File: src/rtl/input_ram_loader.sv
// Writer side of the 1-bit image input RAM: unpacks UART bytes LSB-first into
// single-bit writes, pulses start at the image boundary and waits for done.
module input_ram_loader #(
    parameter int unsigned NUM_BITS = 784,
    parameter int unsigned ADDR_W   = 10
) (
    input  logic              clk,
    input  logic              rst_n,
    input  logic              rx_rdy,
    input  logic [7:0]        rx_data,
    input  logic              done,
    output logic              data,
    output logic [ADDR_W-1:0] addr,
    output logic              we,
    output logic              start,
    output logic              loading,
    output logic              overrun
);

    localparam int unsigned PixW = ADDR_W + 1;
    localparam logic [PixW-1:0] LastPix = PixW'(NUM_BITS - 1);

    typedef enum logic [1:0] {StIdle, StWrite, StStart, StWaitDone} state_e;

    state_e            state_q, state_d;
    logic [PixW-1:0]   pix_q, pix_d;
    logic [2:0]        bidx_q, bidx_d;
    logic [7:0]        sr_q, sr_d;
    logic [7:0]        hold_q, hold_d;
    logic              hold_v_q, hold_v_d;
    logic [ADDR_W-1:0] addr_q, addr_d;
    logic              loading_q, loading_d;
    logic              overrun_q, overrun_d;

    always_comb begin
        state_d   = state_q;
        pix_d     = pix_q;
        bidx_d    = bidx_q;
        sr_d      = sr_q;
        hold_d    = hold_q;
        hold_v_d  = hold_v_q;
        addr_d    = addr_q;
        loading_d = loading_q;
        overrun_d = overrun_q;
        we        = 1'b0;
        start     = 1'b0;
        data      = 1'b0;
        addr      = addr_q;

        case (state_q)
            StIdle: begin
                if (rx_rdy) begin
                    sr_d      = rx_data;
                    bidx_d    = 3'd0;
                    loading_d = 1'b1;
                    state_d   = StWrite;
                end
            end
            StWrite: begin
                we     = 1'b1;
                addr   = pix_q[ADDR_W-1:0];
                data   = sr_q[bidx_q];
                addr_d = pix_q[ADDR_W-1:0];
                pix_d  = pix_q + PixW'(1);
                bidx_d = bidx_q + 3'd1;
                if (bidx_q == 3'd7) begin
                    if (pix_q == LastPix) begin
                        // Anything pending past the image boundary has nowhere to go.
                        if (hold_v_q || rx_rdy) overrun_d = 1'b1;
                        hold_v_d = 1'b0;
                        state_d  = StStart;
                    end else if (hold_v_q) begin
                        // Held byte goes first; a coincident new byte refills hold.
                        sr_d = hold_q;
                        if (rx_rdy) hold_d = rx_data;
                        else        hold_v_d = 1'b0;
                    end else if (rx_rdy) begin
                        sr_d = rx_data;
                    end else begin
                        state_d = StIdle;
                    end
                end else if (rx_rdy) begin
                    if (!hold_v_q) begin
                        hold_d   = rx_data;
                        hold_v_d = 1'b1;
                    end else begin
                        overrun_d = 1'b1;
                    end
                end
            end
            StStart: begin
                start     = 1'b1;
                loading_d = 1'b0;
                pix_d     = '0;
                if (rx_rdy) overrun_d = 1'b1;
                state_d   = StWaitDone;
            end
            StWaitDone: begin
                if (rx_rdy) overrun_d = 1'b1;
                if (done)   state_d   = StIdle;
            end
            default: state_d = StIdle;
        endcase
    end

    always_ff @(posedge clk or negedge rst_n) begin
        if (!rst_n) begin
            state_q   <= StIdle;
            pix_q     <= '0;
            bidx_q    <= 3'd0;
            sr_q      <= 8'd0;
            hold_q    <= 8'd0;
            hold_v_q  <= 1'b0;
            addr_q    <= '0;
            loading_q <= 1'b0;
            overrun_q <= 1'b0;
        end else begin
            state_q   <= state_d;
            pix_q     <= pix_d;
            bidx_q    <= bidx_d;
            sr_q      <= sr_d;
            hold_q    <= hold_d;
            hold_v_q  <= hold_v_d;
            addr_q    <= addr_d;
            loading_q <= loading_d;
            overrun_q <= overrun_d;
        end
    end

    assign loading = loading_q;
    assign overrun = overrun_q;

endmodule

File: config.mk
export PLATFORM = sky130hd
export DESIGN_NAME = input_ram_loader
export DESIGN_NICKNAME = d
export VERILOG_FILES = /design/src/rtl/input_ram_loader.sv
export SDC_FILE = /design/constraint.sdc
export NUM_CORES = 1
export LEC_CHECK = 0
export BUFFER_PORTS_ARGS = -buffer_cell sky130_fd_sc_hd__buf_2
export CORE_AREA = 4 4 69 71
export DETAILED_ROUTE_END_ITERATION = 8
export DIE_AREA = 0 0 73 75
export GPL_TIMING_DRIVEN = 1
export PLACE_DENSITY = 0.83
export SLEW_MARGIN = 20
export SYNTH_ARGS = -nofsm -noshare
export SYNTH_HDL_FRONTEND = slang
export SYNTH_SLANG_ARGS = --single-unit
export TNS_END_PERCENT = 100
File: constraint.sdc
create_clock -name clk -period 4.99 [get_ports clk]
set_input_delay 0.7485 -clock clk [delete_from_list [all_inputs] [get_ports clk]]
set_output_delay 0.7485 -clock clk [all_outputs]
set_load 0.005 [all_outputs]
==> impl_metrics.csv, run 1 <==
group,metric,value,unit
synthesis,synth_seq_area_share,51.14,%
cts,cts_inserted_buffers,5,
hold_path,hold_path.class,"reg -> reg",
sta,fin_tns_setup,0,ns
setup_path,ff2ff_setup_slack,2.42,ns
synthesis,ys_warn_count,0,
synthesis,synth_seq_cells,45,
routing,drt_iter0_markers,168,
placement,placedCellCount,259,
sta,worst_pin_slew,1.023,ns
sta,max_slew_margin,31.80,%
power_and_ir_drop,vdd_drop_max,0.3367,mV
cts,cts_resized,0,
routing,route.detailed.drc,0,
synthesis,synthArstFlopShare,100.0,%
cts,htree_levels,2,
synthesis,synth.avg_cell_area,11.78,um^2
final_layout,final_layout_size_suffix_gt1_share,27.91,%
routing,ant_nets,0,
final_layout,layout.nets,233,
floorplanning,row_count,24,
sta,whs,0.4926,ns
setup_path,cp.required,4.24,ns
setup_path,worstSetupPathType,"reg -> out",
power_and_ir_drop,p_per_area,598.2,mW/mm^2
sta,rsz0062_at_grt,"no",
sta,hold_viol,0,
floorplanning,core,0.004234,mm^2
grt,grt_pass1_vias,1597,
cts,cts.sinks,45,
synthesis,synth_edf_count,0,
sta,fin_skew,0.008524,ns
cts,cts_tree,"yes",
floorplanning,die_x,73,um
sta,post-route-period-util,61.27,%
setup_path,path_max_fanout,25,
final_layout,antenna_cells,0,
final_layout,design_area,0.002505,mm^2
grt,antenna_found_initial,0,
grt,track_usage,17.67,%
floorplanning,die-area,0.005475,mm^2
sta,setup_viol,0,
floorplanning,die_h,75,um
placement,hpwl,3019,um
synthesis,syn-instance-count,187,
final_layout,fin_cells,267,
sta,fmax,0.3271,GHz
setup_path,r2r-end,"sr_q[5]",
cts,cts.clk_slew.worst_paths,0.08,ns
routing,postRouteWirelength,4373,um
outcome,run_status,"finished clean",
routing,route.vias.total,1562,
grt,grt_first_pass_wirelength,7327,um
sta,fin_crit,3.058,ns
cts,holdBufCountCts,0,
floorplanning,initial_core_util,52.01,%
floorplanning,num_io_pins,27,
final_layout,areaGrowthSynthToFinish,13.75,%
synthesis,synth_ff_type,"dfrtp_1",
synthesis,ys_types,38,
power_and_ir_drop,leakage,1.160,nW
placement,placed_cell_area,0.002371,mm^2
setup_path,arrival,2.31,ns
final_layout,layout_common_cells,"dfrtp_1 (45), buf_2 (26), mux2_2 (18)",
placement,gp_congestion,0.7733,
sta,drv_slew,0,
routing,drtPass1Iterations,4,
grt,grt_start_max_net_pins,46,
hold_path,hp-start,"overrun",
setup_path,cp-end-kind,"output pin",
synthesis,synth_nets,206,
placement,port_buffers,26,
setup_path,r2r_cells,6,
hold_path,min_delay_path_depth,1,
job,max_cap_viol_count,0,
routing,routed_via_density,5.850,
cts,clockRootBuffer,"clkbuf_8",
cts,clock_path_buffers,2,
hold_path,hold_path_end,"overrun",
synthesis,netlist_area,0.002202,mm^2
setup_path,start_kind,"register",
grt,grt_overflow,0,
cts,postCtsSetupRepairBufs,0,
cts,insertion_delay,0.30,ns
final_layout,final_common_cell,"dfrtp_1",
routing,post_drt_wl_per_cell,16.38,um
cells by family (layout without fill, tap and decap cells):
group / Yosys count / in the layout / synth area share, %
AOI/OAI and AO/OA: 40 / 40 / 13.35
xor gates and xnor gates: 8 / 8 / 3.182
adders and majority gates: 7 / 7 / 3.977
buffers and inverters: 14 / 42 / 2.557
DFF: 45 / 45 / 51.14
muxes: 23 / 23 / 12.61
and+or+nand+nor: 50 / 50 / 13.18
area by class of cell:
class	count	area (um^2)
multi-input combinational	128	1020
timing repair buffer	26	130.1
sequential	45	1126
clock buffer	5	68.82
tap	52	65.06
fill	340	1729
clock inverter	3	65.06
inverter	8	30.03
how the worst max path moves through the flow:
stage,from,end,slack [ns],depth (start not counted)
2_1_floorplan,register,addr[5],2.64,5
3_5_place_dp,register,addr[3],2.31,4
5_1_grt,register,addr[3],1.81,4
3_3_place_gp,register,addr[6],2.38,4
6_report,register,addr[8],1.93,4
4_1_cts,register,addr[3],1.96,4
sequential cells by signal (all words and copies together), names as in the netlist, named ones only:
signal	cells
pix_q	11
addr_q	10
hold_q	8
sr_q	8
bidx_q	3
hold_v_q	1
loading	1
overrun	1
state_q	1
per-layer routing:
layer  vias up  wire length, um  track usage, %
met4         0              110           8.197
li1        737                -               -
met3        12              204           5.073
met2        33             2160           28.80
met5         -                0               0
met1       780             1897           21.81
cells in the mapped netlist, drive strengths merged (3+ instances only):
cell	n	area [um^2]
nand3	3	15.01
and2	3	18.77
nor2	12	45.04
o22ai	5	37.53
a22oi	8	60.06
o2bb2ai	5	43.79
ha	7	87.58
buf	3	15.01
nand2b	5	31.28
clkbuf	3	11.26
inv	8	30.03
nand2	11	41.29
mux2i	3	30.03
nand4	4	25.02
mux2	18	202.7
xor2	6	52.55
o21ai	9	45.04
dfrtp	45	1126
a21oi	3	15.01
worst max-delay path, cell delays in order, from the launching register on:
cell and delay, ns:
dfrtp_1 0.44, inv_1 0.15, ha_1 0.85, mux2_2 0.43
buf_2 0.13
per-stage QoR:
stage	setup slack (ns)	utilization (%)	total power (W)
4_1_cts	1.960	59.16	0.001506
3_3_place_gp	2.380	56.00	0.001145
2_1_floorplan	2.639	-	0.001012
6_report	1.932	59.16	0.001498
5_1_grt	1.812	59.16	0.001601
3_5_place_dp	2.313	56.00	0.001180
where the power goes:
| group | total (W) | internal [W] | switching, W |
|---|---|---|---|
| Sequential | 0.000619 | 0.000504 | 0.000115 |
| Clock | 0.000322 | 0.000199 | 0.000123 |
| Combinational | 0.000557 | 0.000285 | 0.000272 |
| Total | 0.00150 | 0.000988 | 0.000510 |
Note: power is estimated with default switching activity, not from simulation.
==> run 2, diff against run 1 <==
Clock period 4.99 ns to 3 ns, I/O delays scaled along.
==> run 2 against run 1 <==
  * Flip-flop and latch count unchanged
  * Setup slack got worse by 1.3 ns
  * First-iteration DRC count fell by 44%
  * Hold slack got worse by 0.18 ns
  * Core utilization is 0.95 points lower
  * Total power grew 55%
  * Highest routed layer unchanged
==> impl_metrics.csv, run 2 (synthesis gave the netlist of run 1 again) <==
group,metric,value,unit
outcome,run_status,"finished clean",
grt,grt_pass1_vias,1532,
cts,htree_levels,2,
power_and_ir_drop,vdd_drop_max,0.4698,mV
final_layout,layout_common_cells,"dfrtp_1 (45), buf_2 (26), mux2_2 (18)",
floorplanning,die_h,75,um
job,max_cap_viol_count,0,
routing,postRouteWirelength,4154,um
final_layout,utilization,58.22,%
final_layout,layout.nets,234,
sta,worst_pin_slew,0.9656,ns
power_and_ir_drop,leakage,1.141,nW
final_layout,final_common_cell,"dfrtp_1",
final_layout,areaGrowthSynthToFinish,11.93,%
floorplanning,num_io_pins,27,
cts,postCtsSetupRepairBufs,0,
setup_path,crit_buf_inv,3,
final_layout,largestRegisters,"pix_q (11), addr_q (10)",
sta,drv_slew,0,
setup_path,path_cells,"inv_1 -> ha_1 -> buf_4 -> nor2b_1 -> buf_2",
grt,grt_start_max_net_pins,46,
final_layout,fillers,338,
grt,grt_overflow,0,
power_and_ir_drop,p_per_area,941.5,mW/mm^2
sta,fmax,0.4178,GHz
cts,insertion_delay,0.29,ns
setup_path,crit_family,"buffers and inverters",
sta,hold_viol,0,
sta,post-route-period-util,79.77,%
final_layout,final_layout_size_suffix_gt1_share,27.44,%
routing,top_layer_used,"met4",
setup_path,cp_slowest_cell,"ha_1",
sta,fin_crit,2.393,ns
floorplanning,initial_core_util,52.01,%
sta,setup_viol,0,
placement,gp_congestion,0.8020,
routing,ant_nets,0,
floorplanning,core,0.004234,mm^2
setup_path,cp.required,2.55,ns
final_layout,largest_reg_flops,11,
routing,drt_iter0_markers,94,
power_and_ir_drop,power,0.002321,W
setup_path,worstSetupPathType,"reg -> out",
routing,wl_met2,1976,um
final_layout,antenna_cells,0,
hold_path,hold_path.class,"in -> async",
sta,rsz0062_at_grt,"no",
floorplanning,die-area,0.005475,mm^2
routing,drtPass1Iterations,4,
sta,max_slew_margin,35.63,%
setup_path,max_stage_delay,0.54,ns
cts,cts.clk_slew.worst_paths,0.07,ns
placement,hpwl,3010,um
cts,holdBufCountCts,0,
routing,wl_met3,184,um
grt,grt_first_pass_wirelength,7134,um
cts,cts_tree,"yes",
routing,post_drt_wl_per_cell,15.56,um
cts,cts_inserted_buffers,5,
final_layout,fin_cells,267,
sta,whs,0.3114,ns
setup_path,cp-end-kind,"output pin",
sta,fin_tns_setup,0,ns
final_layout,regMostFlops,"pix_q",
routing,wl_met1,1938,um
sta,fin_skew,0.008857,ns
cts,cts_resized,0,
routing,routed_via_density,5.697,
cts,clockRootBuffer,"clkbuf_8",
floorplanning,die_x,73,um
placement,port_buffers,26,
cts,clock_path_buffers,2,
setup_path,path_max_fanout,14,
placement,placedCellCount,260,
routing,route.vias.total,1521,
grt,antenna_found_initial,0,
floorplanning,row_count,24,
cts,cts.sinks,45,
setup_path,arrival,1.94,ns
setup_path,start_kind,"register",
grt,track_usage,16.91,%
routing,route.detailed.drc,0,
-- run 2: worst paths after layout --
check / from / cells past startpoint / to / slack (ns)
min in group clk: rx_data[0] / 2 / hold_q[0] / 0.40
worst max register to register: register / 7 / sr_q[0] / 0.75
max in group asynchronous: rst_n / 1 / hold_q[6] / 2.09
worst max-delay path: register / 5 / data / 0.61
worst min register to register: sr_q[2] / 1 / sr_q[2] / 0.50
worst min-delay path: rst_n / 1 / addr_q[5] / 0.31
-- run 2: through the flow --
step	instance area (um^2)	worst slack, ns
finish	2465	0.6068
global placement	2379	0.9137
detailed placement	2379	0.7743
floorplan	2202	0.9475
global route	2465	0.4460
CTS	2465	0.5914
-- run 2: final cells by class --
cell class	instances	area [um^2]	share of cell area, %
clock buffer	7	86.33	3.503
multi-input combinational	128	1020	41.37
timing repair buffer	27	137.6	5.584
tap	52	65.06	2.640
sequential	45	1126	45.69
inverter	8	30.03	1.218
-- run 2: metal layers --
layer	vias to the layer above	track usage [%]
met2	29	26.12
met1	757	23.46
met4	0	6.148
met3	5	3.872
met5	-	0
li1	730	-
-- run 2: power breakdown --
group          internal, W  total [W]  leakage (nW)  switching (W)
clock network     0.000183   0.000370        0.0443       0.000187
logic             0.000479   0.000923         0.551       0.000444
registers         0.000839    0.00103         0.545       0.000189
total              0.00150    0.00232          1.14       0.000820
